File: src/rtl/pb_step_ctrl.sv
// Saturating up/down parameter register driven by debounced INC/DEC button pulses,
// with press-to-step, hold-to-auto-repeat and both-buttons reload to INIT_VAL.
module pb_step_ctrl #(
    parameter int WIDTH    = 4,
    parameter int MIN_VAL  = 0,
    parameter int MAX_VAL  = 15,
    parameter int INIT_VAL = 8,
    parameter int HOLD_CYC = 50000000,
    parameter int REP_CYC  = 10000000,
    parameter int CNT_W    = 26
) (
    input  logic             clk,
    input  logic             rst_n,
    input  logic             inc_down,
    input  logic             inc_up,
    input  logic             dec_down,
    input  logic             dec_up,
    output logic [WIDTH-1:0] value,
    output logic             changed,
    output logic             at_min,
    output logic             at_max
);
    localparam logic [WIDTH-1:0] MINV      = WIDTH'(MIN_VAL);
    localparam logic [WIDTH-1:0] MAXV      = WIDTH'(MAX_VAL);
    localparam logic [WIDTH-1:0] INITV     = WIDTH'(INIT_VAL);
    localparam logic [CNT_W-1:0] HOLD_LAST = CNT_W'(HOLD_CYC - 1);
    localparam logic [CNT_W-1:0] REP_LAST  = CNT_W'(REP_CYC - 1);

    typedef enum logic [2:0] {IDLE, INC_WAIT, INC_RPT, DEC_WAIT, DEC_RPT, BOTH} state_t;

    state_t           state, state_nx;
    logic [CNT_W-1:0] cnt, cnt_nx;
    logic             inc_held, dec_held, inc_held_nx, dec_held_nx;
    logic [WIDTH-1:0] value_nx, val_up, val_dn;

    assign val_up = (value == MAXV) ? value : value + 1'b1;
    assign val_dn = (value == MINV) ? value : value - 1'b1;

    always_comb begin
        state_nx    = state;
        cnt_nx      = cnt;
        value_nx    = value;
        // a same-cycle down+up leaves the button released
        inc_held_nx = inc_down ? ~inc_up : (inc_held & ~inc_up);
        dec_held_nx = dec_down ? ~dec_up : (dec_held & ~dec_up);
        case (state)
            IDLE: begin
                if (inc_down && dec_down) begin
                    value_nx = INITV;
                    state_nx = BOTH;
                end else if (inc_down) begin
                    value_nx = val_up;
                    cnt_nx   = '0;
                    state_nx = inc_held_nx ? INC_WAIT : IDLE;
                end else if (dec_down) begin
                    value_nx = val_dn;
                    cnt_nx   = '0;
                    state_nx = dec_held_nx ? DEC_WAIT : IDLE;
                end
            end
            INC_WAIT, INC_RPT: begin
                if (dec_down) begin
                    value_nx = INITV;
                    cnt_nx   = '0;
                    state_nx = BOTH;
                end else if (inc_up) begin
                    cnt_nx   = '0;
                    state_nx = IDLE;
                end else if (cnt == ((state == INC_WAIT) ? HOLD_LAST : REP_LAST)) begin
                    value_nx = val_up;
                    cnt_nx   = '0;
                    state_nx = INC_RPT;
                end else begin
                    cnt_nx = cnt + 1'b1;
                end
            end
            DEC_WAIT, DEC_RPT: begin
                if (inc_down) begin
                    value_nx = INITV;
                    cnt_nx   = '0;
                    state_nx = BOTH;
                end else if (dec_up) begin
                    cnt_nx   = '0;
                    state_nx = IDLE;
                end else if (cnt == ((state == DEC_WAIT) ? HOLD_LAST : REP_LAST)) begin
                    value_nx = val_dn;
                    cnt_nx   = '0;
                    state_nx = DEC_RPT;
                end else begin
                    cnt_nx = cnt + 1'b1;
                end
            end
            BOTH: begin
                if (!inc_held_nx && !dec_held_nx) begin
                    cnt_nx   = '0;
                    state_nx = IDLE;
                end
            end
            default: begin
                cnt_nx   = '0;
                state_nx = IDLE;
            end
        endcase
    end

    always_ff @(posedge clk or negedge rst_n) begin
        if (!rst_n) begin
            state    <= IDLE;
            cnt      <= '0;
            inc_held <= 1'b0;
            dec_held <= 1'b0;
            value    <= INITV;
            changed  <= 1'b0;
            at_min   <= (INITV == MINV);
            at_max   <= (INITV == MAXV);
        end else begin
            state    <= state_nx;
            cnt      <= cnt_nx;
            inc_held <= inc_held_nx;
            dec_held <= dec_held_nx;
            value    <= value_nx;
            changed  <= (value_nx != value);
            at_min   <= (value_nx == MINV);
            at_max   <= (value_nx == MAXV);
        end
    end
endmodule

File: config.mk
export PLATFORM = sky130hd
export DESIGN_NAME = pb_step_ctrl
export DESIGN_NICKNAME = d
export VERILOG_FILES = /design/src/rtl/pb_step_ctrl.sv
export SDC_FILE = /design/constraint.sdc
export NUM_CORES = 1
export LEC_CHECK = 0
export CORE_MARGIN = 1.5
export CORE_UTILIZATION = 55
export DETAILED_ROUTE_END_ITERATION = 6
export PLACE_DENSITY = 0.74
export SLEW_MARGIN = 20
export SYNTH_ARGS = -nofsm -noshare
export SYNTH_HDL_FRONTEND = slang
export SYNTH_SLANG_ARGS = --single-unit
export TNS_END_PERCENT = 50
File: constraint.sdc
create_clock -name clk -period 7.24 [get_ports clk]
set_input_delay 1.086 -clock clk [delete_from_list [all_inputs] [get_ports clk]]
set_output_delay 1.086 -clock clk [all_outputs]
set_load 0.02 [all_outputs]
==> flow_summary.ini, run 1 <==
[setup_path]
r2r_slack_ns = 3.62
worstPathRequired_ns = 7.39
r2r_end = cnt[25]
crit_path_top_delay_cell = clkdlybuf4s50_1
cp_top_family = simple AND/OR/NAND/NOR gates
cp_data_arrival_time_ns = 4.06
worstReg2RegStart = state[1]
cp_num_buf_inv = 2
end_kind = register
path_max_fanout = 20
cpMostUsedCell = nor2_1
cp_num_cells = 7
cp_slowest_stage_delay_ns = 0.84
path_cells = clkdlybuf4s50_1 > or3_1 > or2_2 > o32a_1 > inv_1 > nor2_1 > nor2_1
critPathKind = input pin to register
r2r_cells = 7
startpoint_type = input pin

[yosys]
syn-instance-count = 303
synthFlopType = dfrtp_1
synth_async_sr_flop_share = 1.00
synth-edff-count = 0
synth_cell_type_count = 77
syn_area_um2 = 2740
synth.avg_cell_area_um2 = 9.03
syn_nets = 312
ys_ff_latch = 38
synth.yosys.seq_area_share = 0.348
synth_warnings = 0

[sta]
post-route-min-period_ns = 3.92
fin_ws_ns = 3.32
finalHoldViolations = 0
worst_pin_slew_ns = 0.836
finalSetupTns_ns = 0
slew_headroom = 0.443
rsz0062_at_grt = false
period_share = 0.541
hold-worst-slack_ns = 0.493
skew_ns = 0.0118
setup_viol = 0
fmax_mhz = 255
slew_viol_final = 0

[global_routing]
grt_max_degree = 39
track_usage = 0.251
antenna_found_initial = 0
grt_pass1_vias = 2081
grt_pass1_wl_um = 10500
grt.overflow.total = 0

[detailed_routing]
vias_per_cell = 6.15
drc = 0
drt_iter0_drc = 222
post_drt_wl_per_cell_um = 16.2
wl_um = 6060
vias = 2301
drtPass1Iterations = 4
route.antenna.remaining_nets = 0

[clock_tree]
cts.repair.resized = 0
cts.sinks = 38
cts_max_level = 2
cts_tree = done
clock_path_buffers = 2
hold_buffers = 0
cts_inserted_buffers = 5
postCtsSetupRepairBufs = 0
insertion_delay_ns = 0.30
ctsRootBufferMaster = clkbuf_8
clkTransAtPathRegs_ns = 0.08

[final_layout]
fin_cells = 374
syn2layout_area_growth_pct = 7.96
final_nets = 315
filler_cell_count = 431
drive_gt1_frac = 0.117
diodes = 0

[min_path]
min_to = inc_held
hold_start = inc_held
hold_path.class = register to register
hold_depth = 1

[place]
hpwl_um = 4330
preCtsSetupSlack_ns = 3.02
place.gp.congestion = 0.916
port_buffers = 12
placed_cells = 366

[die]
num_rows = 25
ios = 13
dieArea_um2 = 5410
chipWidth_um = 73.5
initial_core_util = 0.575
core_area_um2 = 4750
die_y_um = 73.5

[run_status]
status = completed

[power]
vdd_drop_max_uv = 235
power_mw = 0.868
leakagePower_nw = 1.15
power_density_nw_per_um2 = 294

[flow_run]
max_cap_viol_count = 0
[layer usage]
layer	routed length, um	global-route usage	vias to the layer above
met5	0	0	-
li1	-	-	1137
met2	2670	0.355	38
met4	59	0.0556	0
met3	268	0.0425	8
met1	3060	0.397	1118
[worst max-delay path by stage]
stage | from | slack (ns) | end
floorplan | dec_up | 4.41 | at_max
global placement | dec_down | 3.16 | cnt[13]
detailed placement | dec_down | 3.02 | cnt[25]
CTS | dec_down | 3.34 | cnt[25]
global route | dec_down | 3.01 | cnt[23]
finish | dec_down | 3.32 | cnt[25]
[kinds of logic after synthesis]
logic type               after synthesis  synth area share
AO/OA/AOI/OAI                         84             0.237
XOR/XNOR                              15            0.0480
adder cells (fa/ha/maj)                3            0.0137
buffers and inverters                 24            0.0389
AND/OR/NAND/NOR                      132             0.289
flip-flops                            38             0.348
multiplexers                           7            0.0261
[power by group]
part / internal [mW] / switching [mW] / leakage [nW] / total [mW]
registers: 0.242 / 0.0644 / 0.513 / 0.306
logic: 0.169 / 0.237 / 0.589 / 0.406
clock network: 0.0765 / 0.0793 / 0.0472 / 0.156
[worst reg2reg max path, cell delays in order, from the launching register on]
cell and delay, ns:
dfrtp_1 0.59, nor3b_2 0.29, or3b_4 0.44, a211oi_2 0.30, o32a_1 0.70, inv_1 0.31, nor2_1 0.70, nor2_1 0.13
[metrics by stage]
step	utilization	cell area, um2
floorplan	-	2740
global placement	0.601	2860
detailed placement	0.601	2860
CTS	0.621	2950
global route	0.621	2950
finish	0.621	2950
[layout by cell type, fill, tap and decap left out, types with 3 or more instances in the layout]
cell and instances:
xor2_1 11, nand2_1 29, nand2b_1 3, dfrtp_1 37, a2111oi_4 3, a21oi_1 13, xnor2_1 4, nand4_1 10
nand3_1 9, and3_1 5, a31oi_1 4, inv_1 8, mux2i_1 6, nor2_1 30, o2111ai_1 3, o21ai_0 22
or2_2 3, and4_1 3, o31ai_1 5, clkdlybuf4s50_1 11, nor2b_1 7, clkbuf_8 6, ha_1 3, a211oi_1 4
[layout make-up]
class,count,area [um2],area share
repair buffers,12,115,0.0390
clock buffers,6,82.6,0.0280
multi-input cells,241,1680,0.568
inverters,8,30.0,0.0102
clock inverters,2,12.5,0.00424
well taps,67,83.8,0.0284
flip-flops and latches,38,952,0.322
[registers in the layout (all words and copies together), names as in the netlist]
register  count
at_max        1
at_min        1
changed       1
cnt          26
dec_held      1
inc_held      1
state         3
value         4
[Yosys cell counts (all sizes together) (4+ instances only)]
library cell / number / area, um2
xnor2: 4 / 35.0
o21ai: 25 / 129
a211oi: 5 / 42.5
nor2b: 7 / 43.8
a2111oi: 5 / 103
o31ai: 5 / 37.5
inv: 8 / 30.0
a21oi: 13 / 65.1
clkbuf: 7 / 26.3
nor2: 30 / 113
or2: 4 / 25.0
nand2: 29 / 109
mux2i: 6 / 60.1
buf: 9 / 50.0
nand4: 11 / 75.1
and3: 6 / 38.8
a31oi: 4 / 25.0
nand3: 11 / 72.6
xor2: 11 / 96.3
dfrtp: 37 / 926
Note: power is estimated with default switching activity, not from simulation.
==> run 2, diff against run 1 <==
--- a/config.mk
+++ b/config.mk
@@ -8,7 +8,7 @@
 export CORE_MARGIN = 1.5
 export CORE_UTILIZATION = 55
 export DETAILED_ROUTE_END_ITERATION = 6
-export PLACE_DENSITY = 0.74
+export PLACE_DENSITY = 0.77
 export SLEW_MARGIN = 20
 export SYNTH_ARGS = -nofsm -noshare
 export SYNTH_HDL_FRONTEND = slang
==> constraint.sdc (replaced) <==
create_clock -name clk -period 3.17 [get_ports clk]
set_input_delay 0.4755 -clock clk [delete_from_list [all_inputs] [get_ports clk]]
set_output_delay 0.4755 -clock clk [all_outputs]
set_load 0.02 [all_outputs]
==> flow_summary.ini, run 2 (synthesized netlist as in run 1, its figures left out) <==
[setup_path]
startpoint_type = register
path_cells = nor4b_2 > nand4_2 > a211oi_2 > o32a_1 > inv_1 > nor2_1 > nor2_1
critPathKind = register to register
end_kind = register
r2r_end = cnt[22]
crit_path_top_delay_cell = nor2_1
cpMostUsedCell = nor2_1
cp_slowest_stage_delay_ns = 0.67
r2r_slack_ns = 0.32
cp_data_arrival_time_ns = 3.00
worstPathRequired_ns = 3.32
path_max_fanout = 13
r2r_cells = 7
worstReg2RegStart = cnt[15]

[sta]
rsz0062_at_grt = false
skew_ns = 0.00254
finalSetupTns_ns = 0
period_share = 0.898
slew_headroom = 0.403
finalHoldViolations = 0
hold-worst-slack_ns = 0.272
setup_viol = 0
fmax_mhz = 351
worst_pin_slew_ns = 0.892
slew_viol_final = 0
post-route-min-period_ns = 2.85

[die]
core_area_um2 = 4750
num_rows = 25
die_y_um = 73.5
ios = 13
dieArea_um2 = 5410
initial_core_util = 0.575
chipWidth_um = 73.5

[global_routing]
grt_pass1_vias = 2121
antenna_found_initial = 0
grt_max_degree = 39
track_usage = 0.241
grt.overflow.total = 0
grt_pass1_wl_um = 10200

[clock_tree]
cts_tree = done
cts.repair.resized = 0
clkTransAtPathRegs_ns = 0.08
insertion_delay_ns = 0.30
cts_max_level = 2
cts.sinks = 38
cts_inserted_buffers = 5
hold_buffers = 0
ctsRootBufferMaster = clkbuf_8
postCtsSetupRepairBufs = 0
clock_path_buffers = 2

[place]
hpwl_um = 4340
port_buffers = 12
placed_area_um2 = 2930
place.gp.congestion = 0.866
placed_cells = 376

[detailed_routing]
drtPass1Iterations = 4
post_drt_wl_per_cell_um = 15.7
drt_iter0_drc = 205
wl_um = 6030
route.antenna.remaining_nets = 0
vias = 2317
vias_per_cell = 6.03
drc = 0

[power]
leakagePower_nw = 1.20
power_mw = 2.03
power_density_nw_per_um2 = 672
vdd_drop_max_uv = 500

[run_status]
status = completed

[final_layout]
mostFrequentLayoutCells = 37 x dfrtp_1, 30 x nor2_1, 29 x nand2_1, 22 x o21ai_0, 13 x a21oi_1
diodes = 0
fin_cells = 384
regMostFlops = cnt
top_regs = cnt (26), value (4), state (3)
largest_reg_flops = 26
final_common_cell = dfrtp_1
syn2layout_area_growth_pct = 10.7
design_area_um2 = 3030
drive_gt1_frac = 0.145
final_nets = 325

[flow_run]
max_cap_viol_count = 0

[min_path]
hold_path.class = input pin to asynchronous set/reset pin
-- run 2: cell count changes in the layout (fill, tap and decap cells not counted) --
| cell | previous run | this run |
|---|---|---|
| buf_4 | 0 | 10 |
-- run 2: power breakdown --
group          total [mW]  internal (mW)  switching, mW
Combinational        1.05          0.434          0.616
Sequential          0.630          0.553         0.0771
Clock               0.354          0.175          0.179
-- run 2: worst max-delay path, delay by kind of cell (launching register included) --
kind	cells	cell delay (ns)
AND/OR/NAND/NOR	4	1.42
AO/OA/AOI/OAI	2	0.70
buffers and inverters	1	0.06
flip-flops	1	0.50
-- run 2: area by class of cell --
| class | instances | area [um2] |
|---|---|---|
| flip-flops and latches | 38 | 952 |
| well taps | 67 | 83.8 |
| clock buffers | 6 | 82.6 |
| repair buffers | 22 | 190 |
| fillers | 416 | 1730 |
| multi-input cells | 241 | 1680 |
| inverters | 8 | 30.0 |
| clock inverters | 2 | 12.5 |
-- run 2: through the flow --
stage	utilization	worst slack, ns
finish	0.637	0.323
global route	0.637	0.0855
CTS	0.637	0.294
detailed placement	0.617	0.161
global placement	0.617	0.245
floorplan	-	0.679
-- run 2: metal layers --
metal | share of wire | vias to the layer above | global-route usage
met5 | 0 | - | 0
met4 | 0.010 | 0 | 0.0679
met3 | 0.045 | 8 | 0.0439
met2 | 0.44 | 59 | 0.350
met1 | 0.50 | 1096 | 0.365
li1 | - | 1154 | -
-- run 2: worst max path at each step --
| stage | start | end | slack, ns |
|---|---|---|---|
| 6_report | cnt[15] | cnt[22] | 0.32 |
| 4_1_cts | cnt[15] | cnt[17] | 0.29 |
| 3_5_place_dp | dec_down | cnt[24] | 0.16 |
| 3_3_place_gp | dec_down | cnt[12] | 0.25 |
| 2_1_floorplan | value[1] | at_min | 0.68 |
| 5_1_grt | cnt[15] | cnt[12] | 0.09 |
